[config.mk]
export PLATFORM = sky130hd
export DESIGN_NAME = lsu_addr_guard
export DESIGN_NICKNAME = d
export VERILOG_FILES = /design/src/rtl/lsu_addr_guard.sv
export SDC_FILE = /design/constraint.sdc
export NUM_CORES = 1
export LEC_CHECK = 0
export ABC_AREA = 1
export CORE_MARGIN = 2
export CORE_UTILIZATION = 45
export DETAILED_ROUTE_END_ITERATION = 12
export GPL_TIMING_DRIVEN = 0
export MAX_ROUTING_LAYER = met4
export PLACE_DENSITY = 0.81
export SYNTH_ARGS = -nofsm -noshare
export SYNTH_HDL_FRONTEND = slang
export SYNTH_SLANG_ARGS = --single-unit
[constraint.sdc]
create_clock -name clk_i -period 2.6 [get_ports clk_i]
set_input_delay 0.52 -clock clk_i [delete_from_list [all_inputs] [get_ports clk_i]]
set_output_delay 0.52 -clock clk_i [all_outputs]
set_load 0.01 [all_outputs]
[src/rtl/lsu_addr_guard.sv]
// Address guard between the LSU and the data-side bus: checks alignment and the legal
// load/store map, forwards legal requests over valid/ready and answers illegal ones locally.
module lsu_addr_guard #(
    parameter int unsigned TIMEOUT = 255
) (
    input  logic        clk_i,
    input  logic        rst_ni,

    input  logic        req_valid_i,
    output logic        req_ready_o,
    input  logic        req_we_i,
    input  logic [31:0] req_addr_i,
    input  logic [1:0]  req_size_i,
    input  logic [31:0] req_wdata_i,
    input  logic [3:0]  req_wstrb_i,

    output logic        bus_valid_o,
    input  logic        bus_ready_i,
    output logic        bus_we_o,
    output logic [31:0] bus_addr_o,
    output logic [31:0] bus_wdata_o,
    output logic [3:0]  bus_wstrb_o,
    input  logic        bus_rvalid_i,
    input  logic [31:0] bus_rdata_i,
    input  logic        bus_err_i,

    output logic        rsp_valid_o,
    output logic [31:0] rsp_rdata_o,
    output logic [1:0]  rsp_err_o,
    output logic        rsp_skip_o
);

    localparam logic [1:0] StIdle = 2'd0;
    localparam logic [1:0] StFwd  = 2'd1;
    localparam logic [1:0] StWait = 2'd2;
    localparam logic [1:0] StResp = 2'd3;

    localparam logic [1:0] ErrOk    = 2'd0;
    localparam logic [1:0] ErrAlign = 2'd1;
    localparam logic [1:0] ErrFault = 2'd2;
    localparam logic [1:0] ErrBus   = 2'd3;

    function automatic logic in_range(input logic [31:0] a, input logic [31:0] lo,
                                      input logic [31:0] hi);
        return (a >= lo) && (a <= hi);
    endfunction

    logic [1:0]  state_q, state_d;
    logic        bus_valid_q, bus_valid_d;
    logic        bus_we_q, bus_we_d;
    logic [31:0] bus_addr_q, bus_addr_d;
    logic [31:0] bus_wdata_q, bus_wdata_d;
    logic [3:0]  bus_wstrb_q, bus_wstrb_d;
    logic        rsp_valid_q, rsp_valid_d;
    logic [31:0] rsp_rdata_q, rsp_rdata_d;
    logic [1:0]  rsp_err_q, rsp_err_d;
    logic        rsp_skip_q, rsp_skip_d;
    logic [15:0] cnt_q, cnt_d;

    // Region decode of the incoming request address
    logic hit_sram, hit_flash, hit_sdram, hit_clint, hit_uart, hit_gpio, hit_ps2, hit_vga;
    logic hit_npc;
    logic load_ok, store_ok, map_ok, skip_hit, misaligned, timeout_hit;

    assign hit_sram  = in_range(req_addr_i, 32'h0F00_0000, 32'h0F00_1FFF);
    assign hit_flash = in_range(req_addr_i, 32'h3000_0000, 32'h30FF_FFFF);
    assign hit_sdram = in_range(req_addr_i, 32'hA000_0000, 32'hA3FF_FFFF);
    assign hit_clint = in_range(req_addr_i, 32'h0200_0000, 32'h0200_FFFF);
    assign hit_uart  = in_range(req_addr_i, 32'h1000_0000, 32'h1000_0FFF);
    assign hit_gpio  = in_range(req_addr_i, 32'h1000_2000, 32'h1000_200F);
    assign hit_ps2   = in_range(req_addr_i, 32'h1001_1000, 32'h1001_1007);
    assign hit_vga   = in_range(req_addr_i, 32'h2100_0000, 32'h211F_FFFF);
`ifdef NPC_MODE
    assign hit_npc   = in_range(req_addr_i, 32'h8000_0000, 32'h87FF_FFFF);
`else
    assign hit_npc   = 1'b0;
`endif

    assign store_ok = hit_sram | hit_sdram | hit_uart | hit_gpio | hit_vga | hit_npc;
    assign load_ok  = store_ok | hit_flash | hit_clint | hit_ps2;
    assign map_ok   = req_we_i ? store_ok : load_ok;
    assign skip_hit = hit_clint | hit_uart | hit_gpio | hit_ps2 | hit_vga;

    always_comb begin
        misaligned = 1'b0;
        unique case (req_size_i)
            2'd0:    misaligned = 1'b0;
            2'd1:    misaligned = req_addr_i[0];
            2'd2:    misaligned = |req_addr_i[1:0];
            default: misaligned = 1'b1;
        endcase
    end

    // Counter is compared before incrementing, so WAIT lasts TIMEOUT + 1 cycles
    assign timeout_hit = (TIMEOUT != 0) && (32'(cnt_q) == TIMEOUT);

    always_comb begin
        state_d     = state_q;
        bus_valid_d = bus_valid_q;
        bus_we_d    = bus_we_q;
        bus_addr_d  = bus_addr_q;
        bus_wdata_d = bus_wdata_q;
        bus_wstrb_d = bus_wstrb_q;
        rsp_valid_d = 1'b0;
        rsp_rdata_d = rsp_rdata_q;
        rsp_err_d   = rsp_err_q;
        rsp_skip_d  = rsp_skip_q;
        cnt_d       = cnt_q;

        unique case (state_q)
            StIdle: begin
                if (req_valid_i) begin
                    bus_we_d    = req_we_i;
                    bus_addr_d  = req_addr_i;
                    bus_wdata_d = req_wdata_i;
                    bus_wstrb_d = req_wstrb_i;
                    rsp_skip_d  = skip_hit;
                    rsp_rdata_d = 32'd0;
                    cnt_d       = 16'd0;
                    if (misaligned) begin
                        rsp_err_d   = ErrAlign;
                        rsp_valid_d = 1'b1;
                        state_d     = StResp;
                    end else if (!map_ok) begin
                        rsp_err_d   = ErrFault;
                        rsp_valid_d = 1'b1;
                        state_d     = StResp;
                    end else begin
                        rsp_err_d   = ErrOk;
                        bus_valid_d = 1'b1;
                        state_d     = StFwd;
                    end
                end
            end
            StFwd: begin
                if (bus_ready_i) begin
                    bus_valid_d = 1'b0;
                    cnt_d       = 16'd0;
                    if (bus_rvalid_i) begin
                        rsp_valid_d = 1'b1;
                        rsp_err_d   = bus_err_i ? ErrBus : ErrOk;
                        rsp_rdata_d = (bus_err_i || bus_we_q) ? 32'd0 : bus_rdata_i;
                        state_d     = StResp;
                    end else begin
                        state_d     = StWait;
                    end
                end
            end
            StWait: begin
                if (bus_rvalid_i) begin
                    rsp_valid_d = 1'b1;
                    rsp_err_d   = bus_err_i ? ErrBus : ErrOk;
                    rsp_rdata_d = (bus_err_i || bus_we_q) ? 32'd0 : bus_rdata_i;
                    state_d     = StResp;
                end else if (timeout_hit) begin
                    rsp_valid_d = 1'b1;
                    rsp_err_d   = ErrBus;
                    rsp_rdata_d = 32'd0;
                    state_d     = StResp;
                end else if (cnt_q != 16'hFFFF) begin
                    cnt_d = cnt_q + 16'd1;
                end
            end
            StResp: begin
                state_d = StIdle;
            end
            default: begin
                state_d = StIdle;
            end
        endcase
    end

    always_ff @(posedge clk_i or negedge rst_ni) begin
        if (!rst_ni) begin
            state_q     <= StIdle;
            bus_valid_q <= 1'b0;
            bus_we_q    <= 1'b0;
            bus_addr_q  <= 32'd0;
            bus_wdata_q <= 32'd0;
            bus_wstrb_q <= 4'd0;
            rsp_valid_q <= 1'b0;
            rsp_rdata_q <= 32'd0;
            rsp_err_q   <= 2'd0;
            rsp_skip_q  <= 1'b0;
            cnt_q       <= 16'd0;
        end else begin
            state_q     <= state_d;
            bus_valid_q <= bus_valid_d;
            bus_we_q    <= bus_we_d;
            bus_addr_q  <= bus_addr_d;
            bus_wdata_q <= bus_wdata_d;
            bus_wstrb_q <= bus_wstrb_d;
            rsp_valid_q <= rsp_valid_d;
            rsp_rdata_q <= rsp_rdata_d;
            rsp_err_q   <= rsp_err_d;
            rsp_skip_q  <= rsp_skip_d;
            cnt_q       <= cnt_d;
        end
    end

    assign req_ready_o = (state_q == StIdle);
    assign bus_valid_o = bus_valid_q;
    assign bus_we_o    = bus_we_q;
    assign bus_addr_o  = bus_addr_q;
    assign bus_wdata_o = bus_wdata_q;
    assign bus_wstrb_o = bus_wstrb_q;
    assign rsp_valid_o = rsp_valid_q;
    assign rsp_rdata_o = rsp_rdata_q;
    assign rsp_err_o   = rsp_err_q;
    assign rsp_skip_o  = rsp_skip_q;

endmodule
# Yosys cells after proc, flatten, opt, wreduce, memory -nomap -nowiden
# Index checks and enable logic that the tools add are counted.
# classes
muxes,44
n_reduce_logical,19
bitwise_logic,11
n_lt_le_gt_ge,16
eq_ne,16
addsub,1
# op_table
op,n
32-bit 2-to-1 mux,6
"32-bit by 29-bit greater-or-equal comparator with 1-bit output, second input constant",3
"32-bit by 29-bit <= comparator with 1-bit output, second input constant",3
32-bit one-hot mux with 3 select lines,1
16-bit 2-to-1 mux,5
"32-bit by 30-bit greater-or-equal comparator with 1-bit output, second input constant",2
"32-bit by 30-bit <= comparator with 1-bit output, second input constant",2
16-bit one-hot mux with 3 select lines,1
"32-bit by 26-bit greater-or-equal comparator with 1-bit output, second input constant",1
"32-bit by 28-bit greater-or-equal comparator with 1-bit output, second input constant",1
"32-bit greater-or-equal comparator, second input constant",1
"32-bit by 26-bit <= comparator with 1-bit output, second input constant",1
"32-bit by 28-bit <= comparator with 1-bit output, second input constant",1
"32-bit <= comparator, second input constant",1
2-bit 2-to-1 mux,13
"16-bit by 1-bit adder with 16-bit output, second input constant",1
"16-bit by 8-bit == test with 1-bit output, second input constant",1
"16-bit inequality test, second input constant",1
"2-bit inequality test, second input constant",7
1-bit 2-to-1 mux,13
1-bit OR,11
5-bit AND reduction,2
1-bit logical AND,8
2-bit one-hot mux with 4 select lines,1
other kinds (15),20
# word_totals
output_inout_bits,107
regBits,124
in_bits,109

# Longest topological paths before layout
# depth
ltp_word,14
mapped_depth,12
ltp_nobuf,12

# Worst setup path before layout
# Ideal clock, no wire load.
# synth_timing
path_kind,reg-to-reg
startpoint,reg state_q[0]
endpoint,reg rsp_rdata_q[0] (netlist: rsp_rdata_o[0])
setup_slack_ns,0.686
n_path_buf,2
arrival_ns,1.792
synth_period_minus_slack_ns,1.914
path_stages_with_launch,13
setup_time_ns,0.122
required_time_ns,2.478
path_cell_list,dfrtp_1 -> inv_1 -> ha_1 -> inv_2 -> or2_1 -> o21ai_2 -> or2_4 -> a21oi_1 -> nand2_2 -> buf_6 -> buf_6 -> nand2_1 -> o21ai_1
# synth_between
elab_chain_cells,3
elab_cells_between_ends,10
classes_between,6 x eq/ne; 1 x mux; 3 x reduce/logical
# synth_rtl
element,line,source
start: declaration,48,"logic [1:0] state_q, state_d;"
start signal: assignment,175,state_q <= StIdle;
start signal: assignment,187,state_q <= state_d;
2-bit zero test *,n/a,
named net req_ready_o,10,"output logic req_ready_o,"
2-bit inequality test (no line) / 3-bit nonzero test (equally long branches),n/a,
5-bit AND reduction (no line),n/a,
end signal: assignment,194,rsp_rdata_q <= rsp_rdata_d;
end: declaration,55,"logic [31:0] rsp_rdata_q, rsp_rdata_d;"
# The timed path passes the listed nets; every way through them passes the cells marked *.
# A chain may end at the register's enable or synchronous reset.

# Worst setup path after layout
# layout_timing
startpoint,reg state_q[0]
endpoint,out req_ready_o
# layout_between
elab_chain_cells,1
# layout_rtl
element,line,source
2-bit zero test,201,assign req_ready_o = (state_q == StIdle);
end: declaration,10,
# Every way passes these cells.

==> out/summary.txt <==
status - finished, final reports clean
Hold Buf Count CTS - 0
# DRC - 0
total CTS buffers - 17
Inserted Diodes - 0
sequential power share - 32.1%
drt first pass iters - 5
Post-Syn Instances - 685
Worst Tran Pin Value - 0.587 ns
Die ar. - 13,700 um^2
share of the synthesized area in the top cell type - 54.1%
launching element type of the critical path - flip-flop
I/O pin count - 216
share of layout cells above drive strength 1 - 7.09%
Area Overhead vs Synth - 52.0%
Slew Limit Headroom - 60.8%
RSZ-0062 raised after global routing - false
setup TNS - 0 ns
initial core utilization - 45.8%
die height - 117 um
gpl congestion - 0.922
Clock Power Share - 25.1%
worst-path fanout max - 6
Rows - 41
crit path launch - state_q[0]
clk_skew - 0.00802 ns
largest cells by area after synthesis - dfrtp_1, nand2_1, nor2_1
DR vias - 5,394
top_reg_cell synth - dfrtp_1
clk buf depth - 2
required time of the critical path - 2.08 ns
count leader, synth - nand2_1
Gate power share - 42.7%
Multi-input gate area - 2320 um^2
post-DP HPWL - 11.8 mm
Root Driver - clkbuf_16
initial antenna violation count - 0
worst flop-to-flop path startpoint - state_q[0]
crit path buf inv count - 2
Seq cells post-synth - 124
period utilisation layout - 91.9%
Switch Pwr - 3.24 mW
Wirelength per Cell - 14.4 um
Synth top cells by count - nand2_1, dfrtp_1, nor2_1, inv_1, o21ai_1
GRT Util Overall - 25.3%
post-synth top area cell - dfrtp_1
Die W - 117 um
CP Class - reg -> out
DRT antenna net count - 0
Setup Buffers After CTS - 0
Max-Cap Viols - 0
Nets - 1,034
Slew Viols, Final - 0
PostCTS Resize Cnt - 0
Power Dens Cells - 1070 nW/um^2
CTS tree - done
Fmax - 418 MHz
switching part of the total - 34.9%
Final Hold Fails - 0
CP max stage delay - 0.62 ns
post-layout min period - 2.39 ns
PortBufs - 215
global-route wire length before repair - 25.6 mm
EDFF count, synth - 0
Via density - 4.89
post-synthesis sequential area ratio - 54.1%
fillers - 1,014
Leak - 3.94 nW
Int Power - 6.05 mW
Reg clk slew, reported paths - 0.05 ns
Cell Chain, Critical Path - inv_1 -> ha_1 -> clkdlybuf4s50_1
Final setup violation count - 0
worst hold slack - 0.0921 ns
core area - 12,500 um^2
H-tree depth - 4
syn_nets - 799
final wirelength - 15.9 mm
Warnings, synthesis - 0
slowest stage cell, crit path - clkdlybuf4s50_1
total global routing overflow - 0
drt initial violations - 334
Crit. End Element - output pin
critical path data arrival time - 1.87 ns
CTS Sinks - 124
largest net degree at the start of global routing - 64
vias in the first global route - 5,356
register area - 3100 um^2
CP delay by family, top - buffers and inverters
Mapped Area - 5730 um^2
peak supply drop - 0.600 mV
type of the most critical hold path - in -> async
FFs w/ async S/R, synth - 100%
Clk Latency, worst-skew pair - 0.41 ns
Unique masters post-synth - 35
Synth Area per Inst - 8.37 um^2
state kept, by name, summed over array words and instances (netlist names):
register     flops
state_q          2
bus_valid_o      1
rsp_valid_o      1
rsp_rdata_o     32
bus_addr_o      32
cnt_q           16
bus_wdata_o     32
bus_we_o         1
bus_wstrb_o      4
rsp_skip_o       1
rsp_err_o        2
worst paths after layout:
kind / end / slack [ns] / depth (start not counted)
max: req_ready_o / 0.21 / 3
min: bus_addr_o[0] / 0.09 / 1
max reg2reg: rsp_rdata_o[18] / 0.38 / 10
min reg2reg: bus_wstrb_o[0] / 0.48 / 2
max in group asynchronous: state_q[1] / 1.79 / 2
min in group clk_i: bus_wstrb_o[0] / 0.48 / 2
through the flow:
| stage | std cells | setup slack, ns | area [um^2] | total power, mW | util [%] |
|---|---|---|---|---|---|
| after CTS | 1103 | 0.177 | 8710 | 9.37 | 69.6 |
| after floorplan | 685 | 0.686 | 5730 | 4.95 | - |
| after global placement | 1072 | -3.91 | 8100 | 6.91 | 64.7 |
| final | 1103 | 0.210 | 8710 | 9.29 | 69.6 |
| after global routing | 1103 | 0.0654 | 8710 | 9.89 | 69.6 |
| after detailed placement | 1073 | 0.240 | 8130 | 6.98 | 64.9 |
cells in the final DEF, fill, tap and decap left out, types with 2 or more instances in the layout:
| cell | count |
|---|---|
| nand4_1 | 9 |
| nor4_1 | 2 |
| or2_2 | 2 |
| clkdlybuf4s50_1 | 214 |
| clkinv_2 | 4 |
| nor3_1 | 9 |
| buf_6 | 8 |
| o31ai_2 | 4 |
| bufinv_16 | 3 |
| clkbuf_8 | 2 |
| o21ai_2 | 9 |
| a21oi_1 | 14 |
| o21ai_0 | 19 |
| nor2_1 | 40 |
| xor2_1 | 10 |
| buf_2 | 4 |
| o21ai_1 | 29 |
| inv_2 | 2 |
| ha_1 | 5 |
| dfrtp_1 | 124 |
| nand3_1 | 23 |
| o31ai_1 | 6 |
| nand2_1 | 299 |
| clkbuf_1 | 20 |
| inv_1 | 36 |
| clkbuf_16 | 17 |
| nor4_2 | 2 |
layer usage:
metal | GRT usage, % | share of wire [%]
met5 | - | 0
met4 | 12.2 | 3.0
met3 | 7.31 | 7.8
met2 | 40.7 | 47
met1 | 29.2 | 42
layout make-up:
| cell class | instances | share of cell area, % |
|---|---|---|
| flip-flops and latches | 124 | 35.6 |
| multi-input cells | 494 | 26.6 |
| repair buffers | 216 | 25.0 |
| clock buffers | 22 | 5.33 |
| well taps | 172 | 2.47 |
| plain buffers | 29 | 1.91 |
| inverters | 38 | 1.64 |
| clock inverters | 8 | 1.35 |
cells by family (layout without fill, tap and decap cells):
logic type | after synthesis | after routing | synth area share, %
and+or+nand+nor | 392 | 392 | 28.0
xor gates and xnor gates | 11 | 11 | 1.68
AOI/OAI and AO/OA | 86 | 86 | 9.69
adders and majority gates | 5 | 5 | 1.09
buffers and inverters | 67 | 313 | 5.39
DFF | 124 | 124 | 54.1
power groups by stage:
| stage | registers, mW | logic, mW | clock network, mW |
|---|---|---|---|
| after floorplan | 3.27 | 1.68 | 0 |
| after global placement | 2.98 | 3.93 | 0 |
| after detailed placement | 2.98 | 3.99 | 0 |
| after CTS | 2.98 | 4.01 | 2.37 |
| after global routing | 3.07 | 4.37 | 2.46 |
| final | 2.98 | 3.97 | 2.33 |
No activity file was read; power rests on OpenSTA's default activity.
